==> src/rtl/fetch_unit_if.sv <==
// Fetch-stage bus: control inputs and LUT programming from the sequencer side,
// PC / status outputs toward the instruction ROM and decode path.
interface fetch_unit_if #(
    parameter int PC_W  = 8,
    parameter int CNT_W = 16
);
    logic             START;
    logic             BRANCH;
    logic [2:0]       TARGET_IDX;
    logic             HALT_REQ;
    logic             LUT_WE;
    logic [2:0]       LUT_ADDR;
    logic [PC_W-1:0]  LUT_DATA;
    logic [PC_W-1:0]  PC;
    logic             FETCH_VALID;
    logic             HALTED;
    logic [CNT_W-1:0] INST_COUNT;

    modport slave (
        input  START, BRANCH, TARGET_IDX, HALT_REQ, LUT_WE, LUT_ADDR, LUT_DATA,
        output PC, FETCH_VALID, HALTED, INST_COUNT
    );
    modport master (
        output START, BRANCH, TARGET_IDX, HALT_REQ, LUT_WE, LUT_ADDR, LUT_DATA,
        input  PC, FETCH_VALID, HALTED, INST_COUNT
    );
endinterface

==> src/rtl/fetch_unit.sv <==
// Instruction fetch: PC and run/halt sequencing, 8-entry branch-target LUT,
// saturating issued-instruction counter.
module fetch_unit #(
    parameter int PC_W       = 8,
    parameter int START_ADDR = 0,
    parameter int CNT_W      = 16
) (
    input logic          CLK,
    input logic          RESET,
    fetch_unit_if.slave  bus
);
    typedef enum logic [1:0] {S_IDLE, S_RUN, S_HALTED} state_t;

    state_t                     r_state, w_state_nxt;
    logic [PC_W-1:0]            r_pc, w_pc_nxt;
    logic [CNT_W-1:0]           r_cnt, w_cnt_nxt;
    logic [7:0][PC_W-1:0]       r_lut;
    logic                       w_lut_wr;

    always_ff @(posedge CLK or negedge RESET) begin
        if (!RESET) begin
            r_state <= S_IDLE;
            r_pc    <= PC_W'(START_ADDR);
            r_cnt   <= '0;
            r_lut   <= '0;
        end else begin
            r_state <= w_state_nxt;
            r_pc    <= w_pc_nxt;
            r_cnt   <= w_cnt_nxt;
            if (w_lut_wr) r_lut[bus.LUT_ADDR] <= bus.LUT_DATA;
        end
    end

    always_comb begin
        w_state_nxt = r_state;
        w_pc_nxt    = r_pc;
        w_cnt_nxt   = r_cnt;
        w_lut_wr    = 1'b0;
        case (r_state)
            S_IDLE: begin
                // LUT is only writable here so it is stable for the whole run
                w_lut_wr = bus.LUT_WE;
                if (bus.START) begin
                    w_state_nxt = S_RUN;
                    w_pc_nxt    = PC_W'(START_ADDR);
                    w_cnt_nxt   = '0;
                end
            end
            S_RUN: begin
                if (r_cnt != '1) w_cnt_nxt = r_cnt + 1'b1;
                if (bus.HALT_REQ)    w_state_nxt = S_HALTED;
                else if (bus.BRANCH) w_pc_nxt    = r_lut[bus.TARGET_IDX];
                else                 w_pc_nxt    = r_pc + 1'b1;
            end
            S_HALTED: begin
                if (bus.START) begin
                    w_state_nxt = S_RUN;
                    w_pc_nxt    = PC_W'(START_ADDR);
                    w_cnt_nxt   = '0;
                end
            end
            default: w_state_nxt = S_IDLE;
        endcase
    end

    assign bus.PC          = r_pc;
    assign bus.FETCH_VALID = (r_state == S_RUN);
    assign bus.HALTED      = (r_state == S_HALTED);
    assign bus.INST_COUNT  = r_cnt;
endmodule

==> src/flat_wrapper.sv <==
// flat-port wrapper written by rule: the top's interface ports become plain ports
module fetch_unit_flat 
#(
    parameter int PC_W       = 8,
    parameter int START_ADDR = 0,
    parameter int CNT_W      = 16
)
  (CLK, RESET, bus_START, bus_BRANCH, bus_TARGET_IDX, bus_HALT_REQ, bus_LUT_WE, bus_LUT_ADDR, bus_LUT_DATA, bus_PC, bus_FETCH_VALID, bus_HALTED, bus_INST_COUNT);
  fetch_unit_if #(.PC_W(PC_W), .CNT_W(CNT_W)) bus_i ();
  input logic CLK;
  input logic RESET;
  input wire logic [$bits(bus_i.START)-1:0] bus_START;
  input wire logic [$bits(bus_i.BRANCH)-1:0] bus_BRANCH;
  input wire logic [$bits(bus_i.TARGET_IDX)-1:0] bus_TARGET_IDX;
  input wire logic [$bits(bus_i.HALT_REQ)-1:0] bus_HALT_REQ;
  input wire logic [$bits(bus_i.LUT_WE)-1:0] bus_LUT_WE;
  input wire logic [$bits(bus_i.LUT_ADDR)-1:0] bus_LUT_ADDR;
  input wire logic [$bits(bus_i.LUT_DATA)-1:0] bus_LUT_DATA;
  output wire logic [$bits(bus_i.PC)-1:0] bus_PC;
  output wire logic [$bits(bus_i.FETCH_VALID)-1:0] bus_FETCH_VALID;
  output wire logic [$bits(bus_i.HALTED)-1:0] bus_HALTED;
  output wire logic [$bits(bus_i.INST_COUNT)-1:0] bus_INST_COUNT;
  assign bus_i.START = bus_START;
  assign bus_i.BRANCH = bus_BRANCH;
  assign bus_i.TARGET_IDX = bus_TARGET_IDX;
  assign bus_i.HALT_REQ = bus_HALT_REQ;
  assign bus_i.LUT_WE = bus_LUT_WE;
  assign bus_i.LUT_ADDR = bus_LUT_ADDR;
  assign bus_i.LUT_DATA = bus_LUT_DATA;
  assign bus_PC = bus_i.PC;
  assign bus_FETCH_VALID = bus_i.FETCH_VALID;
  assign bus_HALTED = bus_i.HALTED;
  assign bus_INST_COUNT = bus_i.INST_COUNT;
  fetch_unit #(.PC_W(PC_W), .START_ADDR(START_ADDR), .CNT_W(CNT_W)) u_core (.CLK(CLK), .RESET(RESET), .bus(bus_i));
endmodule
==> config.mk <==
export PLATFORM = sky130hd
export DESIGN_NAME = fetch_unit_flat
export DESIGN_NICKNAME = d
export VERILOG_FILES = /design/src/rtl/fetch_unit_if.sv /design/src/rtl/fetch_unit.sv /design/src/flat_wrapper.sv
export SDC_FILE = /design/constraint.sdc
export NUM_CORES = 1
export LEC_CHECK = 0
export CAP_MARGIN = 20
export CORE_AREA = 10 10 123 125
export DETAILED_ROUTE_END_ITERATION = 8
export DIE_AREA = 0 0 133 135
export RECOVER_POWER = 100
export SLEW_MARGIN = 10
export SYNTH_ARGS = -nofsm -noshare
export SYNTH_HDL_FRONTEND = slang
export SYNTH_SLANG_ARGS = --single-unit
==> constraint.sdc <==
create_clock -name CLK -period 2.26 [get_ports CLK]
set_clock_uncertainty 0.2 [all_clocks]
set_input_delay 0.452 -clock CLK [delete_from_list [all_inputs] [get_ports CLK]]
set_output_delay 0.452 -clock CLK [all_outputs]
set_load 0.1 [all_outputs]
==> impl_results.md <==
- Worst setup path category: primary input to flip-flop
- Mux cell area share after synthesis: 27.1%
- Starting Density: 34.7%
- Core area: 12,600 um2
- Dpl cell area: 5400 um2
- Synth warn: 0
- Cells after Synth: 342
- Hold depth: 1
- Worst hold margin: 284 ps
- Period utilization: 94.2%
- GRT Total Usage: 12.6%
- WL/cell: 18.2 um
- Post-Syn Area: 4360 um2
- Post-DP HPWL: 8000 um
- H-tree depth: 3
- Most common cell after layout, fill and taps aside: dfrtp_1
- DP Cell Count: 580
- CTS Buf Count: 9
- Critical R2R Capture: u_core.r_lut[14]
- Bufs on Longest Clock Path: 2
- Primary FF master, synth: dfrtp_1
- Root buf cell: clkbuf_16
- EDFF count, synth: 0
- TNS Setup: 0 ps
- Post-CTS Setup Bufs: 0
- Critical R2R Launch: u_core.r_state[0]
- Fmax: 0.470 GHz
- R2R depth: 4
- Worst setup SP type: primary input
- Post-synthesis cell type count: 50
- Antenna violations before repair: 0
- Multi-input gate area: 2030 um2
- XOR/XNOR Fraction of Synth Area: 0.603%
- R2r setup slk: 180 ps
- Non-filler cells, final: 597
- Die area: 18,000 um2
- Rel. slew slack: 54.3%
- WHS Endpoint: u_core.r_lut[48]
- First-pass GRT wire length: 17,900 um
- Largest net degree at the start of global routing: 33
- Vias post-DR: 3,143
- Final WL: 10,900 um
- I/O pins: 46
- Simple-gate portion of the synthesized area: 11.8%
- Port bufs: 45
- Gr ovfl total: 0
- Leakage: 2.32 nW
- Chip height: 135 um
- Most frequent cells in the layout: dfrtp_1, mux2_1, clkbuf_2
- Adder-cell share of the synthesized area: 0.574%
- # setup viols final: 0
- VDD IR-drop max: 0.000425 V
- Worst path required time: 2290 ps
- Yosys reg bits: 90
- Pwr Total: 5.88 mW
- Min Tclk post-route: 2130 ps
- WP data arrival: 2160 ps
- Fillers: 1,189
- Power Density: 1080 nW/um2
- DRC Markers: 0
- CTS tree: yes
- Maxcap violations: 0
- Clk Latency, worst-skew pair: 350 ps
- Critical path capture point type: flip-flop
- Antenna Nets Post-Route: 0
- Core Rows: 41
- Final hold vios: 0
- Status: completed
- Clock tree sinks: 90
- Vias in the first global route: 3,293
- RSZ-0062 raised after global routing: false
- Drt initial violations: 148
- Sequential cell area: 2280 um2
- Post-synthesis compound-gate area fraction: 6.20%
- Fraction of registers with async set/reset: 100%
- Layout cells sized above 1: 25.9%
- Vias/cell: 5.26
- Post-synthesis sequential area ratio: 51.7%
- DRT Pass-1 Iters: 4
- Net count after synthesis: 364
- Max Slew Vio Count: 0
- Design Area, Final: 5440 um2
- Die W: 133 um
- Nets: 442
- Worst hold path type: flip-flop to flip-flop
- Routability cong.: 0.834
- Mapped Avg Cell Area: 12.7 um2
- Layout overhead on the synthesized area: 24.8%
- Diodes inserted: 0
- Crit Path Max Fanout: 9
- Hold_sp: u_core.r_lut[48]
- Clk slew on worst S/H paths: 70 ps
- Largest family of logic cells by synthesized area: multiplexers
- Slew @ Worst Pin: 685 ps
==> worst max-delay path by stage <==
stage | startpoint | to | slack, ps
2_1_floorplan | u_core.bus.INST_COUNT[0] | u_core.bus.INST_COUNT[8] | -10
3_3_place_gp | bus_TARGET_IDX[0] | u_core.bus.PC[7] | -190
3_5_place_dp | bus_TARGET_IDX[0] | u_core.bus.PC[7] | -220
4_1_cts | u_core.bus.INST_COUNT[1] | u_core.bus.INST_COUNT[9] | 100
5_1_grt | bus_TARGET_IDX[0] | u_core.bus.PC[7] | 30
6_report | bus_TARGET_IDX[0] | u_core.bus.PC[7] | 130
==> timing repair <==
item	in CTS	in global routing
endpoints found under the setup margin	0	8
hold buffers	1	0
hold endpoints to repair	23	0
resized for setup	0	1
==> state kept, by name, summed over array words and instances (netlist names) <==
signal / flops
u_core.bus.INST_COUNT: 16
u_core.bus.PC: 8
u_core.r_lut: 64
u_core.r_state: 2
==> synthesized netlist by cell type, types with 3 or more instances <==
| cell type | number | share of area (%) |
|---|---|---|
| dfrtp_1 | 90 | 52 |
| mux2_1 | 64 | 17 |
| nand2_1 | 20 | 1.7 |
| nand3_1 | 18 | 2.1 |
| nor2_1 | 16 | 1.4 |
| mux4_2 | 15 | 7.8 |
| mux2i_1 | 9 | 2.1 |
| o21ai_1 | 8 | 0.92 |
| buf_2 | 7 | 0.80 |
| nor3_1 | 7 | 0.80 |
| a21oi_1 | 6 | 0.69 |
| inv_1 | 6 | 0.52 |
| nor2b_1 | 6 | 0.86 |
| and3_1 | 5 | 0.72 |
| nand4_1 | 5 | 0.72 |
| o211ai_1 | 5 | 0.86 |
| o21ai_0 | 5 | 0.57 |
| clkbuf_1 | 4 | 0.34 |
| nand2b_1 | 4 | 0.57 |
| mux2_2 | 3 | 0.78 |
| or3_1 | 3 | 0.43 |
==> cell type report <==
class | instances | share of cell area [%]
Sequential cell | 90 | 41.9
Multi-Input combinational cell | 232 | 37.3
Timing Repair Buffer | 80 | 10.7
Clock buffer | 9 | 4.14
Tap cell | 172 | 3.96
Clock inverter | 7 | 1.52
Inverter | 7 | 0.483
==> power breakdown <==
group | leakage, nW | internal [mW] | switching [mW]
Combinational | 1.06 | 0.719 | 1.08
Sequential | 1.11 | 2.18 | 0.346
Clock | 0.150 | 0.878 | 0.678
==> metrics by stage <==
step,util (%),setup slack [ps]
2_1_floorplan,-,-13.3
3_3_place_gp,43.0,-192
3_5_place_dp,43.0,-219
4_1_cts,45.5,95.2
5_1_grt,43.3,27.9
6_report,43.3,130
==> metal layers <==
| layer | global-route usage, % | routed length [um] | vias up |
|---|---|---|---|
| li1 | - | - | 1444 |
| met1 | 15.6 | 5130 | 1628 |
| met2 | 20.7 | 5220 | 62 |
| met3 | 3.82 | 450 | 9 |
| met4 | 3.79 | 85 | 0 |
| met5 | 0 | 0 | - |
==> kinds of logic (layout without fill, tap and decap cells) <==
group           Yosys count  in the layout
mux                      91             91
fa+ha+maj                 2              2
simple gates             96             96
buf+inv                  20            103
compound gates           40             40
xor+xnor                  3              3
flops                    90             90
==> worst max-delay path, cell delays in order <==
cell and delay, ps:
clkdlybuf4s50_1 500, buf_12 150, mux4_2 490, nor3b_1 220
nor4_1 100, a21oi_1 160, o21ai_0 80
Power figures use the tool's default switching activity.
